$ cat config.mk
export PLATFORM = sky130hd
export DESIGN_NAME = if_stage_ctrl
export DESIGN_NICKNAME = d
export VERILOG_FILES = /design/src/rtl/if_stage_ctrl.sv
export SDC_FILE = /design/constraint.sdc
export NUM_CORES = 1
export LEC_CHECK = 0
export ABC_CLOCK_PERIOD_IN_PS = 4600
export BUFFER_PORTS_ARGS = -buffer_cell sky130_fd_sc_hd__clkbuf_2
export CORE_MARGIN = 2
export CORE_UTILIZATION = 45
export DETAILED_ROUTE_END_ITERATION = 8
export PLACE_DENSITY = 0.79
export SYNTH_ARGS = -nofsm -noshare
export SYNTH_HDL_FRONTEND = slang
export SYNTH_SLANG_ARGS = --single-unit
export TNS_END_PERCENT = 50
$ cat constraint.sdc
create_clock -name clk -period 4.6 [get_ports clk]
set_clock_uncertainty 0.2 [all_clocks]
set_input_delay 1.38 -clock clk [delete_from_list [all_inputs] [get_ports clk]]
set_output_delay 1.38 -clock clk [all_outputs]
set_load 0.05 [all_outputs]
$ cat src/rtl/if_stage_ctrl.sv
// Fetch-stage controller: PC register, next-PC selection and IF/ID register,
// steered by the stall/flush/branch decisions from the hazard unit.
module if_stage_ctrl #(
    parameter logic [31:0] RESET_PC  = 32'h0000_0000,
    parameter logic [31:0] NOP_INSTR = 32'h0000_0013,
    parameter int          CNT_W     = 32
) (
    input  logic             clk,
    input  logic             reset,
    input  logic             stall,
    input  logic             flush,
    input  logic             branch_taken,
    input  logic [31:0]      br_target,
    input  logic [31:0]      imem_instr,
    output logic [31:0]      pc_if,
    output logic [31:0]      IF_ID_pc,
    output logic [31:0]      IF_ID_instr,
    output logic             IF_ID_valid,
    output logic             misalign_err,
    output logic [CNT_W-1:0] stall_cnt,
    output logic [CNT_W-1:0] flush_cnt
);

    logic [31:0]      pc_q, pc_d;
    logic [31:0]      id_pc_q, id_pc_d;
    logic [31:0]      id_instr_q, id_instr_d;
    logic             id_valid_q, id_valid_d;
    logic             misalign_q, misalign_d;
    logic [CNT_W-1:0] stall_cnt_q, stall_cnt_d;
    logic [CNT_W-1:0] flush_cnt_q, flush_cnt_d;

    logic        redirect;
    logic        hold;
    logic [31:0] pc_seq;
    logic [31:0] pc_target;

    assign redirect  = branch_taken | flush;
    assign hold      = stall & ~redirect;
    assign pc_seq    = pc_q + 32'd4;
    // Low two bits are dropped unconditionally; this also covers the JALR LSB clear.
    assign pc_target = {br_target[31:2], 2'b00};

    always_comb begin
        pc_d       = pc_q;
        id_pc_d    = id_pc_q;
        id_instr_d = id_instr_q;
        id_valid_d = id_valid_q;
        if (redirect) begin
            // A redirect squashes whatever is in IF, even if a stall was also requested.
            pc_d       = branch_taken ? pc_target : pc_seq;
            id_pc_d    = pc_q;
            id_instr_d = NOP_INSTR;
            id_valid_d = 1'b0;
        end else if (!stall) begin
            pc_d       = pc_seq;
            id_pc_d    = pc_q;
            id_instr_d = imem_instr;
            id_valid_d = 1'b1;
        end
    end

    always_comb begin
        misalign_d  = misalign_q | (branch_taken & br_target[1]);
        stall_cnt_d = stall_cnt_q;
        flush_cnt_d = flush_cnt_q;
        if (hold && !(&stall_cnt_q)) begin
            stall_cnt_d = stall_cnt_q + 1'b1;
        end
        if (redirect && !(&flush_cnt_q)) begin
            flush_cnt_d = flush_cnt_q + 1'b1;
        end
    end

    always_ff @(posedge clk) begin
        if (reset) begin
            pc_q        <= RESET_PC;
            id_pc_q     <= 32'h0000_0000;
            id_instr_q  <= NOP_INSTR;
            id_valid_q  <= 1'b0;
            misalign_q  <= 1'b0;
            stall_cnt_q <= '0;
            flush_cnt_q <= '0;
        end else begin
            pc_q        <= pc_d;
            id_pc_q     <= id_pc_d;
            id_instr_q  <= id_instr_d;
            id_valid_q  <= id_valid_d;
            misalign_q  <= misalign_d;
            stall_cnt_q <= stall_cnt_d;
            flush_cnt_q <= flush_cnt_d;
        end
    end

    assign pc_if        = pc_q;
    assign IF_ID_pc     = id_pc_q;
    assign IF_ID_instr  = id_instr_q;
    assign IF_ID_valid  = id_valid_q;
    assign misalign_err = misalign_q;
    assign stall_cnt    = stall_cnt_q;
    assign flush_cnt    = flush_cnt_q;

endmodule

; Word level (Yosys, flattened, before mapping)
; Cells that the tools add are included.
[classes]
addsub = 3
mul = 0
div = 0
n_lt_le_gt_ge = 0
n_eq_ne = 1
shifts = 0
muxes = 5
bitwise = 5
reduce_logical = 7
[ops]
columns = operator, n
row1 = 32-bit two-way mux, 5
row2 = "32-bit by 1-bit adder with 32-bit output, second input constant", 2
row3 = 32-bit AND reduction, 2
row4 = "32-bit by 3-bit adder with 32-bit output, second input constant", 1
row5 = 1-bit bitwise AND, 2
row6 = 1-bit logical AND, 2
row7 = 1-bit logical NOT, 2
row8 = "2-bit by 1-bit inequality test with 1-bit output, second input constant", 1
row9 = 1-bit OR, 2
row10 = 2-bit OR reduction, 1
row11 = 1-bit NOT, 1
[word_totals]
register_bits = 162
latch_bits = 0
mem_bits_rw = 0
romBits = 0
inputBits = 69
output_inout_bits = 162
wordCells = 28
n_memories = 0

; Depth between registers and ports, before layout
[depth]
depth_word = 4
depth_mapped = 7
mapped_depth_nobuf = 6

; Worst setup path before layout
; OpenSTA, ideal clock, no wires.
[synth_timing]
kind = input port to flip-flop
start = in branch_taken
end = reg stall_cnt_q[31], in the netlist stall_cnt[31]
setup_time_ns = 0.121
t_arrival_ns = 2.984
t_required_ns = 4.279
path_slack_ns = 1.296
path_stages = 7
n_path_buf = 2
path_cell_list = clkbuf_1 or3b_1 buf_2 nor2_2 nand2_1 nor4_1 mux2_2
[synth_via]
elab_chain_len = 4
[synth_lines]
columns = item, line
row1 = from (decl), 12  ; input logic branch_taken,
row2 = 1-bit OR, 37  ; assign redirect = branch_taken | flush;
row3 = 1-bit NOT, 38  ; assign hold = stall & ~redirect;
row4 = 1-bit bitwise AND, 38
row5 = 1-bit logical AND, 66  ; if (hold && !(&stall_cnt_q)) begin
row6 = to (signal assigned), 89  ; stall_cnt_q <= stall_cnt_d;
row7 = to (decl), 29  ; logic [CNT_W-1:0] stall_cnt_q, stall_cnt_d;
; No other way between the ends.
; A chain may end at the register's enable or synchronous reset.

; Worst setup path in the final report
[layout_timing]
start = in stall
end = reg stall_cnt_q[12], in the netlist stall_cnt[12]
[layout_via]
elab_chain_len = 2
[layout_lines]
columns = item, line
row1 = from (decl), 10  ; input logic stall,
row2 = 1-bit bitwise AND, 38
row3 = 1-bit logical AND, 66
; No other way between the ends.

==> results.sh <==
export IMPL_gp_congestion=0.8110
export IMPL_numClockSinks=158
export IMPL_antenna_cells=0
export IMPL_yosys_area_top_type="dfxtp_1"
export IMPL_grt_pass1_vias=6520
export IMPL_p_clk_frac=0.433
export IMPL_grt_max_degree=54
export IMPL_crit_path_end_kind="flip-flop"
export IMPL_initial_utilization=0.4548
export IMPL_cts_max_path_buffers=2
export IMPL_p_seq_frac=0.457
export IMPL_dp_cells=1252
export IMPL_cts_clk_slew_worst_paths_ps=60
export IMPL_synthCells=854
export IMPL_synth_area_um2=7147
export IMPL_ctsHoldBuffers=0
export IMPL_status="complete, no violations"
export IMPL_cp_max_fo=36
export IMPL_dieArea_um2=16910
export IMPL_areaGrowthSynthToFinish_pct=25.23
export IMPL_drtPass1Iterations=5
export IMPL_ys_top_cells_by_count="dfxtp_1, nand2_1, nor2_1"
export IMPL_grt_pass1_wl_um=30750
export IMPL_holdPathEnd="IF_ID_pc[24]$_SDFFE_PP0N_"
export IMPL_vias=6976
export IMPL_finalSetupTns_ps=0
export IMPL_worst_pin_slew_ps=1290
export IMPL_die_width_um=130.0
export IMPL_power_leakage_nw=3.575
export IMPL_whs_ps=251.7
export IMPL_synth_cell_types=57
export IMPL_grt_remaining_overflow=0
export IMPL_p_int_w=0.002294
export IMPL_cp_start_kind="input pin"
export IMPL_finalHoldViolations=0
export IMPL_min_from="IF_ID_pc[24]$_SDFFE_PP0N_"
export IMPL_dp_hpwl_um=13750
export IMPL_insertion_delay_ps=420
export IMPL_cts_tree="built"
export IMPL_yosysMostFrequentCell="dfxtp_1"
export IMPL_boundaryPins=231
export IMPL_async_flop_share=0
export IMPL_drive_gt1_frac=0.2669
export IMPL_max_slew_margin=0.1327
export IMPL_htree_levels=4
export IMPL_crit_required_ps=4680
export IMPL_antenna_found_initial=0
export IMPL_cts_setup_buffers=0
export IMPL_dp_slack_ps=769.4
export IMPL_cts_resized=0
export IMPL_synth_area_per_cell_um2=8.369
export IMPL_r2r_end="flush_cnt[15]$_SDFFE_PP0P_"
export IMPL_fin_cells=1284
export IMPL_layout_nets=1127
export IMPL_hold_path_class="flip-flop to flip-flop"
export IMPL_cts_buffers=17
export IMPL_synthTopCellsByArea="dfxtp_1, a21oi_1, nand2_1, mux2i_1, nor2_1"
export IMPL_num_rows=46
export IMPL_synth_edf_count=0
export IMPL_drc=0
export IMPL_drt_initial_drc_count=497
export IMPL_fill_cells=1443
export IMPL_r2r_start="flush_cnt[8]$_SDFFE_PP0P_"
export IMPL_peakVddDrop_uv=227.0
export IMPL_hold_depth=2
export IMPL_layout_min_cycle_time_ps=3354
export IMPL_power_density_nw_per_um2=354.4
export IMPL_power_switching_w=0.0008776
export IMPL_finalSetupViolCount=0
export IMPL_synth_top_cell_area_share=0.4426
export IMPL_dieHeight_um=130.0
export IMPL_p_sw_frac=0.2767
export IMPL_ys_seq_elements=158
export IMPL_drv_slew=0
export IMPL_cp_data_arrival_time_ps=3440
export IMPL_ys_flop_type="dfxtp_1"
export IMPL_grt_usage=0.2252
export IMPL_yosysWarnings=0
export IMPL_io_buffers=225
export IMPL_combPwrFrac=0.109
export IMPL_ys_seq_area_frac=0.4426
export IMPL_clockRootBuffer="clkbuf_16"
export IMPL_finalCritPeriodShare=0.7291
export IMPL_crit_type="input pin to flip-flop"
export IMPL_postRouteAntennaNets=0
export IMPL_timing_fmax_ghz=0.2982
export IMPL_grt_setup_unrepaired="false"
export IMPL_worst_slack_ps=1246
export IMPL_vias_per_cell=5.433
export IMPL_wl_per_cell_um=15.05
export IMPL_maxCapViolCount=0
export IMPL_routed_wl_um=19320
export IMPL_reg2reg_slack_ps=1440
export IMPL_ff2ff_path_depth=5
export IMPL_core_um2=15710
-- logic make-up after synthesis --
logic type | Yosys count | synth area share
AND/OR/NAND/NOR | 370 | 0.2651
AO/OA/AOI/OAI | 175 | 0.1430
flip-flops | 158 | 0.4426
buffers and inverters | 73 | 0.04464
multiplexers | 41 | 0.05847
XOR/XNOR | 33 | 0.04044
adder cells (fa/ha/maj) | 3 | 0.005253
other | 1 | 0.0005247
-- final cells by class --
class / count / area [um^2] / share of cell area
inverter: 20 / 75.07 / 0.008388
multi-input combinational: 626 / 3682 / 0.4114
tap: 216 / 270.3 / 0.03020
clock buffer: 20 / 466.7 / 0.05215
timing repair buffer: 232 / 1181 / 0.1320
clock inverter: 12 / 111.4 / 0.01244
sequential: 158 / 3163 / 0.3534
-- routing by layer --
layer,share of wire,vias up,track usage
met5,0,-,0
met1,0.44,3263,0.2848
met4,0.018,0,0.07337
met2,0.48,233,0.3730
li1,-,3450,-
met3,0.064,30,0.06273
-- state kept, by name (all words and copies together) (netlist names) --
signal        flops
pc_if            30
IF_ID_valid       1
stall_cnt        32
misalign_err      1
IF_ID_instr      32
flush_cnt        32
IF_ID_pc         30
-- layout by cell type (no fill, tap or decap), types with 5 or more instances in the layout --
master	Yosys	routed
nor4_1	11	11
clkbuf_2	2	224
clkbuf_16	0	17
inv_1	20	20
nor2_1	84	84
xor2_1	7	7
and3_1	13	13
or2_2	5	5
nand2_1	98	98
dfxtp_1	158	158
or3_1	42	42
mux2_2	6	6
mux2i_1	35	35
a211oi_1	19	19
xnor2_1	26	26
nand4_1	23	23
nor2b_1	7	7
o31ai_1	13	13
nor3_1	14	14
o21ai_0	41	41
buf_4	4	8
nand3_1	37	37
or4_1	15	15
clkinvlp_4	0	6
a21oi_1	83	83
-- through the flow --
stage          total power [W]  utilization  instance area [um^2]
2_1_floorplan         0.001729            -                  7158
3_3_place_gp          0.001822       0.5328                  8372
3_5_place_dp          0.001828       0.5328                  8372
4_1_cts               0.003204       0.5696                  8950
5_1_grt               0.003291       0.5696                  8950
6_report              0.003172       0.5696                  8950
-- power groups by stage --
stage | clock network [W] | registers, W | logic [W]
2_1_floorplan | 0 | 0.00161 | 0.000123
3_5_place_dp | 0 | 0.00148 | 0.000348
3_3_place_gp | 0 | 0.00148 | 0.000344
4_1_cts | 0.00141 | 0.00145 | 0.000349
6_report | 0.00137 | 0.00145 | 0.000347
5_1_grt | 0.00146 | 0.00146 | 0.000373
-- how the worst max path moves through the flow --
stage / start / end / slack (ps) / cells past startpoint
after global placement: stall / stall_cnt[12]$_SDFFE_PP0P_ / 850 / 7
after CTS: stall / stall_cnt[12]$_SDFFE_PP0P_ / 1210 / 7
after floorplan: branch_taken / stall_cnt[31]$_SDFFE_PP0P_ / 1300 / 7
final: stall / stall_cnt[12]$_SDFFE_PP0P_ / 1250 / 7
after detailed placement: stall / stall_cnt[12]$_SDFFE_PP0P_ / 770 / 7
after global routing: stall / stall_cnt[12]$_SDFFE_PP0P_ / 1000 / 7
-- worst max-delay path, cell delays in order --
cell       delay (ps)
clkbuf_2           80
buf_4             470
nor3b_4           350
nand3_1           290
a2111oi_0         620
xnor2_1           190
nor2_1             50
Power figures use the tool's default switching activity.
